--- config.mk ---
export PLATFORM = sky130hd
export DESIGN_NAME = ymat_entry_fetch
export DESIGN_NICKNAME = d
export VERILOG_FILES = /design/src/rtl/ymat_entry_fetch_pkg.sv /design/src/rtl/ymat_entry_fetch_lane_sel.sv /design/src/rtl/ymat_entry_fetch.sv
export SDC_FILE = /design/constraint.sdc
export NUM_CORES = 1
export LEC_CHECK = 0
export ABC_AREA = 1
export CAP_MARGIN = 20
export CORE_MARGIN = 5
export CORE_UTILIZATION = 48
export CTS_BUF_LIST = sky130_fd_sc_hd__clkbuf_8
export DETAILED_ROUTE_END_ITERATION = 6
export GPL_ROUTABILITY_DRIVEN = 0
export GPL_TIMING_DRIVEN = 0
export PLACE_DENSITY = 0.79
export SYNTH_ARGS = -nofsm -noshare
export SYNTH_HDL_FRONTEND = slang
export SYNTH_SLANG_ARGS = --single-unit
export TNS_END_PERCENT = 20
--- constraint.sdc ---
create_clock -name clk -period 1.8 [get_ports clk]
set_input_delay 0.36 -clock clk [delete_from_list [all_inputs] [get_ports clk]]
set_output_delay 0.36 -clock clk [all_outputs]
set_load 0.02 [all_outputs]
--- src/rtl/ymat_entry_fetch_pkg.sv ---
`default_nettype none
//------------------------------------------------------------------------------
// ymat_entry_fetch_pkg -- shared constants, FSM encoding and helpers. Rev 1.0
//------------------------------------------------------------------------------
package ymat_entry_fetch_pkg;

  localparam int MAT_DIM     = 64;
  localparam int LINE_W      = 256;
  localparam int LANES       = 16;
  localparam int SRAM_ADDR_W = 8;
  localparam int COORD_W     = 11;
  localparam int CNT_W       = 16;
  localparam int DIM_W       = $clog2(MAT_DIM);
  localparam int IDX_W       = 2 * DIM_W;

  typedef enum logic [2:0] {
    ST_IDLE    = 3'd0,
    ST_READ    = 3'd1,
    ST_WAIT    = 3'd2,
    ST_CAPTURE = 3'd3,
    ST_OUT     = 3'd4
  } fetch_state_e;

  function automatic logic coord_in_range(input logic [COORD_W-1:0] row,
                                          input logic [COORD_W-1:0] col);
    return (row < COORD_W'(MAT_DIM)) && (col < COORD_W'(MAT_DIM));
  endfunction

  function automatic logic [CNT_W-1:0] sat_inc(input logic [CNT_W-1:0] v);
    return (v == {CNT_W{1'b1}}) ? v : v + CNT_W'(1);
  endfunction

endpackage
`default_nettype wire

--- src/rtl/ymat_entry_fetch_lane_sel.sv ---
`default_nettype none
//------------------------------------------------------------------------------
// ymat_lane_sel -- combinational line-to-entry lane multiplexer. Rev 1.0
//------------------------------------------------------------------------------
module ymat_lane_sel
  import ymat_entry_fetch_pkg::*;
#(
  parameter int ENTRY_W = 16,
  parameter int SEL_W   = $clog2(LINE_W / ENTRY_W)
) (
  input  logic [LINE_W-1:0]  i_line,
  input  logic [SEL_W-1:0]   i_lane,
  output logic [ENTRY_W-1:0] o_entry
);

  localparam int LANE_CNT = LINE_W / ENTRY_W;

  always_comb begin
    o_entry = '0;
    for (int k = 0; k < LANE_CNT; k++) begin
      if (i_lane == SEL_W'(k)) begin
        o_entry = i_line[k*ENTRY_W +: ENTRY_W];
      end
    end
  end

endmodule
`default_nettype wire

--- src/rtl/ymat_entry_fetch.sv ---
`default_nettype none
//------------------------------------------------------------------------------
// ymat_entry_fetch -- change record to Y-matrix entry fetch with one-line hit
// buffer, single record in flight. Rev 1.0
//------------------------------------------------------------------------------
module ymat_entry_fetch
  import ymat_entry_fetch_pkg::*;
#(
  parameter int READ_LAT = 1,
  parameter int ENTRY_W  = 16
) (
  input  logic                   clk,
  input  logic                   rst,
  input  logic                   i_chg_valid,
  output logic                   o_chg_ready,
  input  logic [COORD_W-1:0]     i_chg_row,
  input  logic [COORD_W-1:0]     i_chg_col,
  input  logic                   i_inval,
  output logic                   o_sram_re,
  output logic [SRAM_ADDR_W-1:0] o_sram_addr,
  input  logic [LINE_W-1:0]      i_sram_rdata,
  output logic                   o_ent_valid,
  input  logic                   i_ent_ready,
  output logic [COORD_W-1:0]     o_ent_row,
  output logic [COORD_W-1:0]     o_ent_col,
  output logic [ENTRY_W-1:0]     o_ent_data,
  output logic                   o_ent_err,
  output logic [CNT_W-1:0]       o_hit_cnt,
  output logic [CNT_W-1:0]       o_miss_cnt
);

  localparam int LANE_SEL_W = $clog2(LINE_W / ENTRY_W);
  // READ already spends one latency cycle, so WAIT covers the remaining ones
  // and CAPTURE lands exactly on the cycle the line is valid.
  localparam int WAIT_CYC   = READ_LAT - 1;

  fetch_state_e r_state;
  fetch_state_e w_next;

  logic [SRAM_ADDR_W-1:0] r_sram_addr;
  logic [LANE_SEL_W-1:0]  r_lane;
  logic [1:0]             r_wait_cnt;
  logic                   r_buf_valid;
  logic [SRAM_ADDR_W-1:0] r_buf_addr;
  logic [LINE_W-1:0]      r_buf_line;
  logic [COORD_W-1:0]     r_ent_row;
  logic [COORD_W-1:0]     r_ent_col;
  logic [ENTRY_W-1:0]     r_ent_data;
  logic                   r_ent_err;
  logic [CNT_W-1:0]       r_hit_cnt;
  logic [CNT_W-1:0]       r_miss_cnt;

  logic [IDX_W-1:0]       w_index;
  logic [SRAM_ADDR_W-1:0] w_line;
  logic [LANE_SEL_W-1:0]  w_lane;
  logic                   w_in_range;
  logic                   w_hit;
  logic                   w_accept;
  logic                   w_wait_done;
  logic [ENTRY_W-1:0]     w_buf_entry;
  logic [ENTRY_W-1:0]     w_sram_entry;

  assign w_index     = {i_chg_row[DIM_W-1:0], i_chg_col[DIM_W-1:0]};
  assign w_line      = SRAM_ADDR_W'(w_index >> LANE_SEL_W);
  assign w_lane      = w_index[LANE_SEL_W-1:0];
  assign w_in_range  = coord_in_range(i_chg_row, i_chg_col);
  // A line being invalidated this cycle is already stale, so it cannot hit.
  assign w_hit       = w_in_range && r_buf_valid && !i_inval && (r_buf_addr == w_line);
  assign w_accept    = i_chg_valid && o_chg_ready;
  assign w_wait_done = (r_wait_cnt == 2'(WAIT_CYC - 1));

  ymat_lane_sel #(.ENTRY_W(ENTRY_W)) u_buf_sel (
    .i_line  (r_buf_line),
    .i_lane  (w_lane),
    .o_entry (w_buf_entry)
  );

  ymat_lane_sel #(.ENTRY_W(ENTRY_W)) u_sram_sel (
    .i_line  (i_sram_rdata),
    .i_lane  (r_lane),
    .o_entry (w_sram_entry)
  );

  always_ff @(posedge clk) begin
    if (rst) begin
      r_state <= ST_IDLE;
    end else begin
      r_state <= w_next;
    end
  end

  always_comb begin
    w_next = r_state;
    case (r_state)
      ST_IDLE: begin
        if (w_accept) begin
          w_next = (!w_in_range || w_hit) ? ST_OUT : ST_READ;
        end
      end
      ST_READ:    w_next = (WAIT_CYC == 0) ? ST_CAPTURE : ST_WAIT;
      ST_WAIT:    w_next = w_wait_done ? ST_CAPTURE : ST_WAIT;
      ST_CAPTURE: w_next = ST_OUT;
      ST_OUT:     w_next = i_ent_ready ? ST_IDLE : ST_OUT;
      default:    w_next = ST_IDLE;
    endcase
  end

  always_comb begin
    o_chg_ready = 1'b0;
    o_sram_re   = 1'b0;
    o_ent_valid = 1'b0;
    if (!rst) begin
      o_chg_ready = (r_state == ST_IDLE);
      o_sram_re   = (r_state == ST_READ);
      o_ent_valid = (r_state == ST_OUT);
    end
  end

  always_ff @(posedge clk) begin
    if (rst) begin
      r_sram_addr <= '0;
      r_lane      <= '0;
      r_wait_cnt  <= '0;
      r_ent_row   <= '0;
      r_ent_col   <= '0;
      r_ent_data  <= '0;
      r_ent_err   <= 1'b0;
      r_hit_cnt   <= '0;
      r_miss_cnt  <= '0;
    end else begin
      r_wait_cnt <= (r_state == ST_WAIT) ? r_wait_cnt + 2'd1 : 2'd0;
      if (w_accept) begin
        r_ent_row <= i_chg_row;
        r_ent_col <= i_chg_col;
        if (!w_in_range) begin
          r_ent_err  <= 1'b1;
          r_ent_data <= '0;
        end else if (w_hit) begin
          r_ent_err  <= 1'b0;
          r_ent_data <= w_buf_entry;
          r_hit_cnt  <= sat_inc(r_hit_cnt);
        end else begin
          r_ent_err   <= 1'b0;
          r_sram_addr <= w_line;
          r_lane      <= w_lane;
          r_miss_cnt  <= sat_inc(r_miss_cnt);
        end
      end
      if (r_state == ST_CAPTURE) begin
        r_ent_data <= w_sram_entry;
      end
    end
  end

  // Capture takes priority over a coincident invalidate.
  always_ff @(posedge clk) begin
    if (rst) begin
      r_buf_valid <= 1'b0;
      r_buf_addr  <= '0;
      r_buf_line  <= '0;
    end else if (r_state == ST_CAPTURE) begin
      r_buf_valid <= 1'b1;
      r_buf_addr  <= r_sram_addr;
      r_buf_line  <= i_sram_rdata;
    end else if (i_inval) begin
      r_buf_valid <= 1'b0;
    end
  end

  assign o_sram_addr = r_sram_addr;
  assign o_ent_row   = r_ent_row;
  assign o_ent_col   = r_ent_col;
  assign o_ent_data  = r_ent_data;
  assign o_ent_err   = r_ent_err;
  assign o_hit_cnt   = r_hit_cnt;
  assign o_miss_cnt  = r_miss_cnt;

endmodule
`default_nettype wire

# Word-level counts from Yosys, hierarchy flattened
# Cells that the tools add are included.
word_totals:
  out_inout_bits: 82
  input_bits: 283
  reg_bits: 353
  wordCells: 127
classes:
  bitwise_logic: 4
  magnitude_cmp: 2
  n_mux: 47
  add_sub_neg: 3
  n_eq_ne: 40
  n_reduce_logical: 18
ops:
  columns: ["cell", "n"]
  rows:
  - ["2-to-1 mux 16 bit", 36]
  - ["equality test 4 bit (second input constant)", 16]
  - ["adder 16 x 1 -> 16 bit (second input constant)", 2]
  - ["equality test 16 bit (second input constant)", 2]
  - ["equality test 4 x 3 -> 1 bit (second input constant)", 8]
  - ["less-than comparator 11 x 7 -> 1 bit (second input constant)", 2]
  - ["equality test 4 x 2 -> 1 bit (second input constant)", 4]
  - ["one-hot mux 3 bit (5 select lines)", 1]
  - ["2-to-1 mux 3 bit", 3]
  - ["equality test 4 x 1 -> 1 bit (second input constant)", 2]
  - ["equality test 8 bit", 1]
  - ["logical NOT 4 bit", 2]
  - ["AND reduction 4 bit", 2]
  - ["2-to-1 mux 1 bit", 7]
  - ["equality test 3 x 2 -> 1 bit (second input constant)", 2]
  - ["logical AND 1 bit", 5]
  - ["inverter 1 bit", 4]
  - ["nonzero test 2 bit", 2]
  - ["equality test 3 x 1 -> 1 bit (second input constant)", 1]
  - ["equality test 3 bit (second input constant)", 1]
  - ["logical NOT 3 bit", 1]
  - ["!= test 3 x 1 -> 1 bit (second input constant)", 1]
  - ["AND reduction 3 bit", 1]
  - ["adder 2 x 1 -> 2 bit (second input constant)", 1]
  - ["6 further kinds", 7]

# Depth between registers and ports, before layout
# Gate-level depths: netlist of run 1.
depth:
  ltp_word: 21
  depth_mapped: 17
  depth_no_buf: 17

# By module
# A second synthesis of run 1 with hierarchy kept.
unflattened:
  cells_unflattened: 2863
  hier_area_um2: 18412.7
by_module_without_submodules:
  columns: ["mod", "n_inst", "seq_area_each_um2", "area_each_um2", "cells_per_inst"]
  rows:
  - ["ymat_entry_fetch", 1, 7066.8, 13945.9, 1841]
  - ["ymat_lane_sel", 2, 0.0, 2233.4, 511]

# Worst setup path before layout of run 1
# No wires, ideal clock.
synth_path:
  path_kind: "register -> register"
  from: "register r_hit_cnt[0] (netlist: o_hit_cnt[0])"
  to: "register r_hit_cnt[12] (netlist: o_hit_cnt[12])"
  t_required_ns: 1.668
  setup_slack_ns: -0.107
  synth_period_minus_slack_ns: 1.907
  stages_incl_launch_ff: 12
  setup_ns: 0.132
  n_path_buf: 0
  arrival_ns: 1.776
  path_cell_list: "dfxtp_1 ha_1 nand2_1 nor3_1 inv_1 nor3_1 a31oi_1 nand2_2 inv_2 nand2_1 o21ai_0 nor3b_1"
synth_between:
  elab_chain_cells: 3
  elab_cells_between_ends: 4
  cone_classes: "add/sub (1); eq/ne (1); bitwise (1); reduce/logical (1)"
synth_lines:
  columns: ["element", "line_no", "source"]
  rows:
  - ["start: declaration", "ymat_entry_fetch.sv:50", "logic [CNT_W-1:0] r_hit_cnt;"]
  - ["start signal: assignment", "ymat_entry_fetch.sv:141", "r_hit_cnt <= sat_inc(r_hit_cnt);"]
  - ["branches (longest 3 deep; another with adder 16 x 1 -> 16 bit)", null, null]
# Several ways; the timed one is not identified.
# A chain may end at the register's enable or synchronous reset.

# Worst setup path in the final report of run 1
layout_path:
  from: "register r_lane[1]"
  to: "register r_ent_data[15] (netlist: o_ent_data[15])"
layout_between:
  elab_chain_cells: 18
  elab_cells_between_ends: 33
  cone_classes: "eq/ne (15); mux (17); reduce/logical (1)"
layout_lines:
  columns: ["element", "line_no", "source"]
  rows:
  - ["start: declaration", "ymat_entry_fetch.sv:41", "logic [LANE_SEL_W-1:0] r_lane;"]
  - ["start signal: assignment", "ymat_entry_fetch.sv:145", "r_lane <= w_lane;"]
  - ["logical NOT 4 bit", "ymat_entry_fetch_lane_sel.sv:21", "if (i_lane == SEL_W'(k)) begin"]
  - ["2-to-1 mux 16 bit (15 in a row)", "ymat_entry_fetch_lane_sel.sv:21", null]
  - ["2-to-1 mux 16 bit *", "ymat_entry_fetch_lane_sel.sv:21", null]
  - ["2-to-1 mux 16 bit *", "ymat_entry_fetch.sv:149", "if (r_state == ST_CAPTURE) begin"]
  - ["end signal: assignment", "ymat_entry_fetch.sv:140", "r_ent_data <= w_buf_entry;"]
  - ["end signal: assignment", "ymat_entry_fetch.sv:150", "r_ent_data <= w_sram_entry;"]
  - ["end: declaration", "ymat_entry_fetch.sv:48", "logic [ENTRY_W-1:0] r_ent_data;"]
# Every way passes the cells marked *; elsewhere a longest branch is shown, timed or not.

==> results of run 1 <==
## path summary, 6_finish.rpt
check	from	endpoint	slack [ps]	cells after the start
max	r_lane[1]	o_ent_data[15]	-560	16
max reg2reg	r_lane[1]	o_ent_data[15]	-560	16
min	i_chg_col[10]	o_ent_col[10]	20	3
min reg2reg	r_wait_cnt[0]	r_wait_cnt[0]	420	1
## per-layer routing
metal	part of all wire, %	up-vias	global-route usage, %
met4	6.4	2	17.3
li1	-	9739	-
met2	44	1651	54.4
met1	37	9830	43.6
met3	12	357	7.72
met5	0.016	-	0
## stage by stage
| step | setup TNS [ps] | util [%] | std cells | instance area, sq um |
|---|---|---|---|---|
| after floorplan | -38.4 | - | 2714 | 17400 |
| after global placement | -244820 | 60.7 | 3539 | 21600 |
| after detailed placement | -254520 | 60.7 | 3539 | 21600 |
| after CTS | -9640 | 65.8 | 3660 | 23500 |
| after global routing | -17380 | 68.4 | 3699 | 24400 |
| final | -10430 | 68.4 | 3699 | 24400 |
## cells by family (layout without fill, tap and decap cells)
logic type / Yosys count / in the layout / synth area share [%]
DFF: 353 / 353 / 40.6
and+or+nand+nor: 1390 / 1392 / 33.5
xor gates and xnor gates: 12 / 12 / 0.604
buffers and inverters: 412 / 932 / 9.18
adders and majority gates: 3 / 3 / 0.216
other: 0 / 1 / 0
AOI/OAI and AO/OA: 544 / 545 / 15.9
## registers in the layout, summed over array words and instances (netlist names)
| signal | cells |
|---|---|
| o_miss_cnt | 16 |
| o_ent_col | 11 |
| r_wait_cnt | 2 |
| r_state | 3 |
| o_hit_cnt | 16 |
| r_lane | 4 |
| r_buf_valid | 1 |
| o_ent_row | 11 |
| o_sram_addr | 8 |
| o_ent_data | 16 |
| r_buf_addr | 8 |
| o_ent_err | 1 |
| r_buf_line | 256 |
## area by class of cell
class | count | area [sq um]
Antenna cell | 1 | 2.50
Buffer | 147 | 781
Clock buffer | 75 | 1030
Clock inverter | 29 | 200
Fill cell | 2958 | 11300
Inverter | 265 | 1010
Multi-Input combinational cell | 1952 | 9660
Sequential cell | 353 | 7110
Tap cell | 461 | 577
Timing Repair Buffer | 416 | 4020
## critical path: cells and delay by family, from the launching register on
family                 cells  cell delay, ps
buffers and inverters      3             250
AND/OR/NAND/NOR           13            1630
flip-flops                 1             400
## power by group through the flow
stage | clock network [mW] | logic (mW) | registers, mW
5_1_grt | 7.81 | 2.10 | 7.91
3_5_place_dp | 0 | 1.89 | 8.10
4_1_cts | 7.46 | 1.91 | 7.92
6_report | 7.52 | 2.03 | 7.91
3_3_place_gp | 0 | 1.88 | 8.09
2_1_floorplan | 0 | 0.556 | 8.17
## cells in the mapped netlist, types with 2 or more instances
cell / n
ha_1: 3
nand2_1: 562
a31oi_1: 4
nand4_1: 96
nor3b_1: 2
a21oi_1: 217
o21ai_0: 309
dfxtp_1: 353
buf_4: 5
clkbuf_1: 114
nor2_4: 5
buf_1: 7
nand3_1: 143
a211oi_1: 7
xnor2_1: 3
nor3_2: 3
nor2_2: 7
o21a_1: 4
buf_2: 20
xor2_1: 9
inv_2: 5
nor2_1: 527
or2_2: 3
inv_1: 259
nand2_2: 4
nor4_1: 5
nand2_4: 2
nor3_1: 24
## repair_timing
item	CTS	global route
hold buffers	0	1
pin swaps	52	86
gates resized for setup	324	229
buffers inserted	15	35
gates cloned	2	2
setup endpoints to repair	430	228
hold endpoints to repair	0	1
==> metrics.cfg, run 1 <==
[outcome]
status=complete, but fails checks
failed_checks=setup timing

[detailed_routing]
routed_via_density=5.83
first_pass_iters=6
vias=21600
ant_nets=0
wl_mm=75.7
avgRoutedWirePerCell_um=20.5
drtIter0Drc=2534
drc_errors=0

[logic_synthesis]
synth-edff-count=0
synthArstFlopShare_pct=0
synth_top_area_share_pct=40.6
synthCells=2714
netlist_area_sq_um=17400
syn_nets=3000
synthTopCellsByArea=dfxtp_1 (41%), nand2_1 (12%), nor2_1 (11%), o21ai_0 (8.9%), a21oi_1 (6.2%)
synth_top_area_cell=dfxtp_1
dominantRegCellSynth=dfxtp_1
syn-mean-instance-area_sq_um=6.41
ys_warn_count=0
yosysSeqAreaShare_pct=40.6
synth-seq-cells=353
yosysUniqueCellTypes=40

[power_and_ir_drop]
switching_power_mw=4.55
internal_power_mw=12.9
p_comb_share_pct=11.6
ir_drop_mv=0.478
p_total_mw=17.5
powerDensity_nw_per_um2=715
leakagePower_nw=10.5
switching_share_pct=26.1
p_clk_share_pct=43.1
pwr-share-seq_pct=45.3

[worst_setup_path]
slowest_stage=dfxtp_4
required_ps=2310
cp_max_fo=5
setup.worst_path.end_class=flip-flop
crit_chain=inv_4 -> nand2_4 -> nor2_4 -> buf_6 -> nand2_1 -> nand4_1 -> nor2_2 -> nand4_1 -> nand2_2 -> nand4_1 -> nor2_2 -> nand3_1 -> nand2_1 -> nand3_2 -> nand2_1 -> inv_1
crit_path_start_kind=flip-flop
path_class=reg2reg
critPathMaxStageDelay_ps=400
arrival_ps=2870

[floorplanning]
initial_utilization_pct=48.8
die_h_um=200
std_cell_rows=69
die-area_sq_um=40200
ios=365
core-area_sq_um=35700
die_w_um=200

[cts]
htreeDepth=2
clock_path_buffers=3
cts_tree=done
cts.sinks=353
clk_latency_ps=610
clk_pin_slew_ps=60
cts_root_buf=clkbuf_8
cts_buffers=58

[timing]
worst_pin_slew_ps=738
fin_crit_sh_pct=131
fin_ws_ps=-558
hold_viol=0
fmax_mhz=424
finalMaxSlewViolations=0
maxSlewHeadroom_pct=50.6
skew_ps=24.6
finalCriticalPeriod_ps=2360
grt_setup_unrepaired=yes
whs_ps=20.8
finalSetupViolations=50

[grt]
grt_pass1_wl_mm=110
track_usage_pct=34.1
grt_pass1_vias=20100
antenna_found_initial=2
globalRouteOverflowTotal=0
grt_max_degree=15

[finish]
layout-drive-gt1-share_pct=15.2
area_delta_synth_final_pct=40.2
layout_commonest_cell=nand2_1
fin_nets=3479
most-common-layout-cells=nand2_1 (506), nor2_1 (466), dfxtp_1 (333)

[placed_design]
place_worst_setup_slack_ps=-1600
dp_hpwl_mm=56.4
io_buffers=364

[run]
maxCapViolations=0

[hold_path]
holdCritPathClass=in2reg

(Power assumes the default switching activity.)
==> inputs of run 2 (changes only) <==
--- a/config.mk
+++ b/config.mk
@@ -7,6 +7,7 @@
 export LEC_CHECK = 0
 export ABC_AREA = 1
 export CAP_MARGIN = 20
+export CORE_ASPECT_RATIO = 0.7
 export CORE_MARGIN = 5
 export CORE_UTILIZATION = 48
 export CTS_BUF_LIST = sky130_fd_sc_hd__clkbuf_8
==> metrics.cfg, run 2 (synthesized netlist as in run 1, its figures left out) <==
[outcome]
status=complete, but fails checks
failed_checks=DRC, hold timing, setup timing

[placed_design]
post_dp_cell_area_sq_um=21700
dp_hpwl_mm=59.1
io_buffers=364
place_worst_setup_slack_ps=-1460

[finish]
largest_register_ff_count=256
multi_input_area_sq_um=9910
most-common-layout-cells=nand2_1 (509), nor2_1 (459), dfxtp_1 (329)
fin_nets=3491
layout_commonest_cell=nand2_1
regArea_sq_um=7110
layout-drive-gt1-share_pct=16.5
stdcell_area_sq_um=24800
fillers=2999
postLayoutCoreUtil_pct=69.1
regMostFlops=r_buf_line
area_delta_synth_final_pct=42.4

[hold_path]
holdPathEnd=o_ent_col[9]
holdCritPathClass=in2reg
hp-start=i_chg_col[9]
min_path_cells=3

[worst_setup_path]
regToRegStartpoint=r_lane[3]
required_ps=2340
cp_max_fo=5
r2r_setup_slack_ps=-600
path_class=reg2reg
crit_path_start_kind=flip-flop
setup.worst_path.end_class=flip-flop
reg2regPathDepth=16
cp-startpoint=r_lane[3]
worstReg2RegEnd=o_ent_data[15]
arrival_ps=2940

[grt]
globalRouteOverflowTotal=0
track_usage_pct=36.5
grt_pass1_wl_mm=116
grt_pass1_vias=20300
antenna_found_initial=3
grt_max_degree=15

[floorplanning]
ios=365
std_cell_rows=58
die-area_sq_um=40200
die_w_um=238
initial_utilization_pct=48.5
die_h_um=169
core-area_sq_um=35800

[detailed_routing]
drc_errors=18
avgRoutedWirePerCell_um=21.4
vias=22100
first_pass_iters=7
drtIter0Drc=3373
wl_mm=79.8
routed_via_density=5.92
ant_nets=0

[timing]
fin_tns_setup_ps=-8050
finalSetupViolations=47
fin_ws_ps=-598
fmax_mhz=417
whs_ps=-14.5
fin_crit_sh_pct=133
finalCriticalPeriod_ps=2400
finalMaxSlewViolations=0
skew_ps=47.6
worst_pin_slew_ps=754
grt_setup_unrepaired=yes
maxSlewHeadroom_pct=49.6
hold_viol=4

[cts]
clock_path_buffers=3
cts_buffers=55
clk_latency_ps=650
clk_pin_slew_ps=60
cts_root_buf=clkbuf_8
cts_tree=done
hold_buffers=0
htreeDepth=2
cts.sinks=353

[power_and_ir_drop]
leakagePower_nw=10.8
ir_drop_mv=0.555
powerDensity_nw_per_um2=694

[run]
maxCapViolations=0

-- run 2: cell types whose count changed in the layout (fill, tap and decap cells not counted), moves of 6 or more --
cell      previous run  this run
nand2_2             48        30
nor2_1             466       459
nand2_4             13        24
nor2_2              43        35
buf_2               16        25
buf_4               52        58
buf_6               16        29
dfxtp_2             12        18
clkbuf_2            35        46
clkbuf_1            63        45
nor2_4              32        46
-- run 2: power by group --
part           internal [mW]  switching, mW
clock network           3.73           3.46
logic                  0.901           1.19
registers               7.87         0.0390
total                   12.5           4.69
-- run 2: routing by layer --
layer / share of wire [%] / track usage, %
met4: 5.3 / 15.2
met2: 42 / 54.0
met1: 38 / 50.2
met5: 0.021 / 0
met3: 15 / 10.8
-- run 2: how the worst max path moves through the flow --
stage | endpoint | slack, ps | cells after the start
2_1_floorplan | o_hit_cnt[8] | -20 | 9
3_3_place_gp | o_ent_data[15] | -1480 | 17
3_5_place_dp | o_ent_data[15] | -1460 | 17
4_1_cts | o_ent_data[5] | -450 | 14
5_1_grt | o_ent_data[15] | -600 | 16
6_report | o_ent_data[15] | -600 | 16
-- run 2: worst max-delay path, cell delays in order (launching register included) --
cell and delay, ps:
dfxtp_4 390, inv_6 70, nand2_8 90, nor2_4 60
buf_6 130, nand2_2 50, nand4_1 210, nor2_4 270
nand4_1 170, nand2_1 130, nand4_1 190, nor2_2 210
nand3_2 110, nand2_2 70, nand3_2 70, nand2_1 80
inv_1 30
-- run 2: per-stage QoR --
stage / power, mW / instances
3_5_place_dp: 10.0 / 3558
6_report: 17.2 / 3729
4_1_cts: 16.9 / 3679
3_3_place_gp: 9.98 / 3558
5_1_grt: 17.6 / 3729
2_1_floorplan: 8.73 / 2714
-- run 2: layout make-up --
type	instances	share of cell area [%]
clock buffers	76	4.22
clock inverters	23	0.414
inverters	265	4.14
well taps	480	2.42
flip-flops and latches	353	28.7
multi-input cells	1951	40.0
diodes	2	0.0202
plain buffers	147	3.32
repair buffers	432	16.8
-- run 2: repair_timing --
item / CTS / global route
setup buffers: 21 / 48
pin swaps: 89 / 139
cloned: 1 / 2
endpoints found under the setup margin: 428 / 324
gates resized for setup: 365 / 311
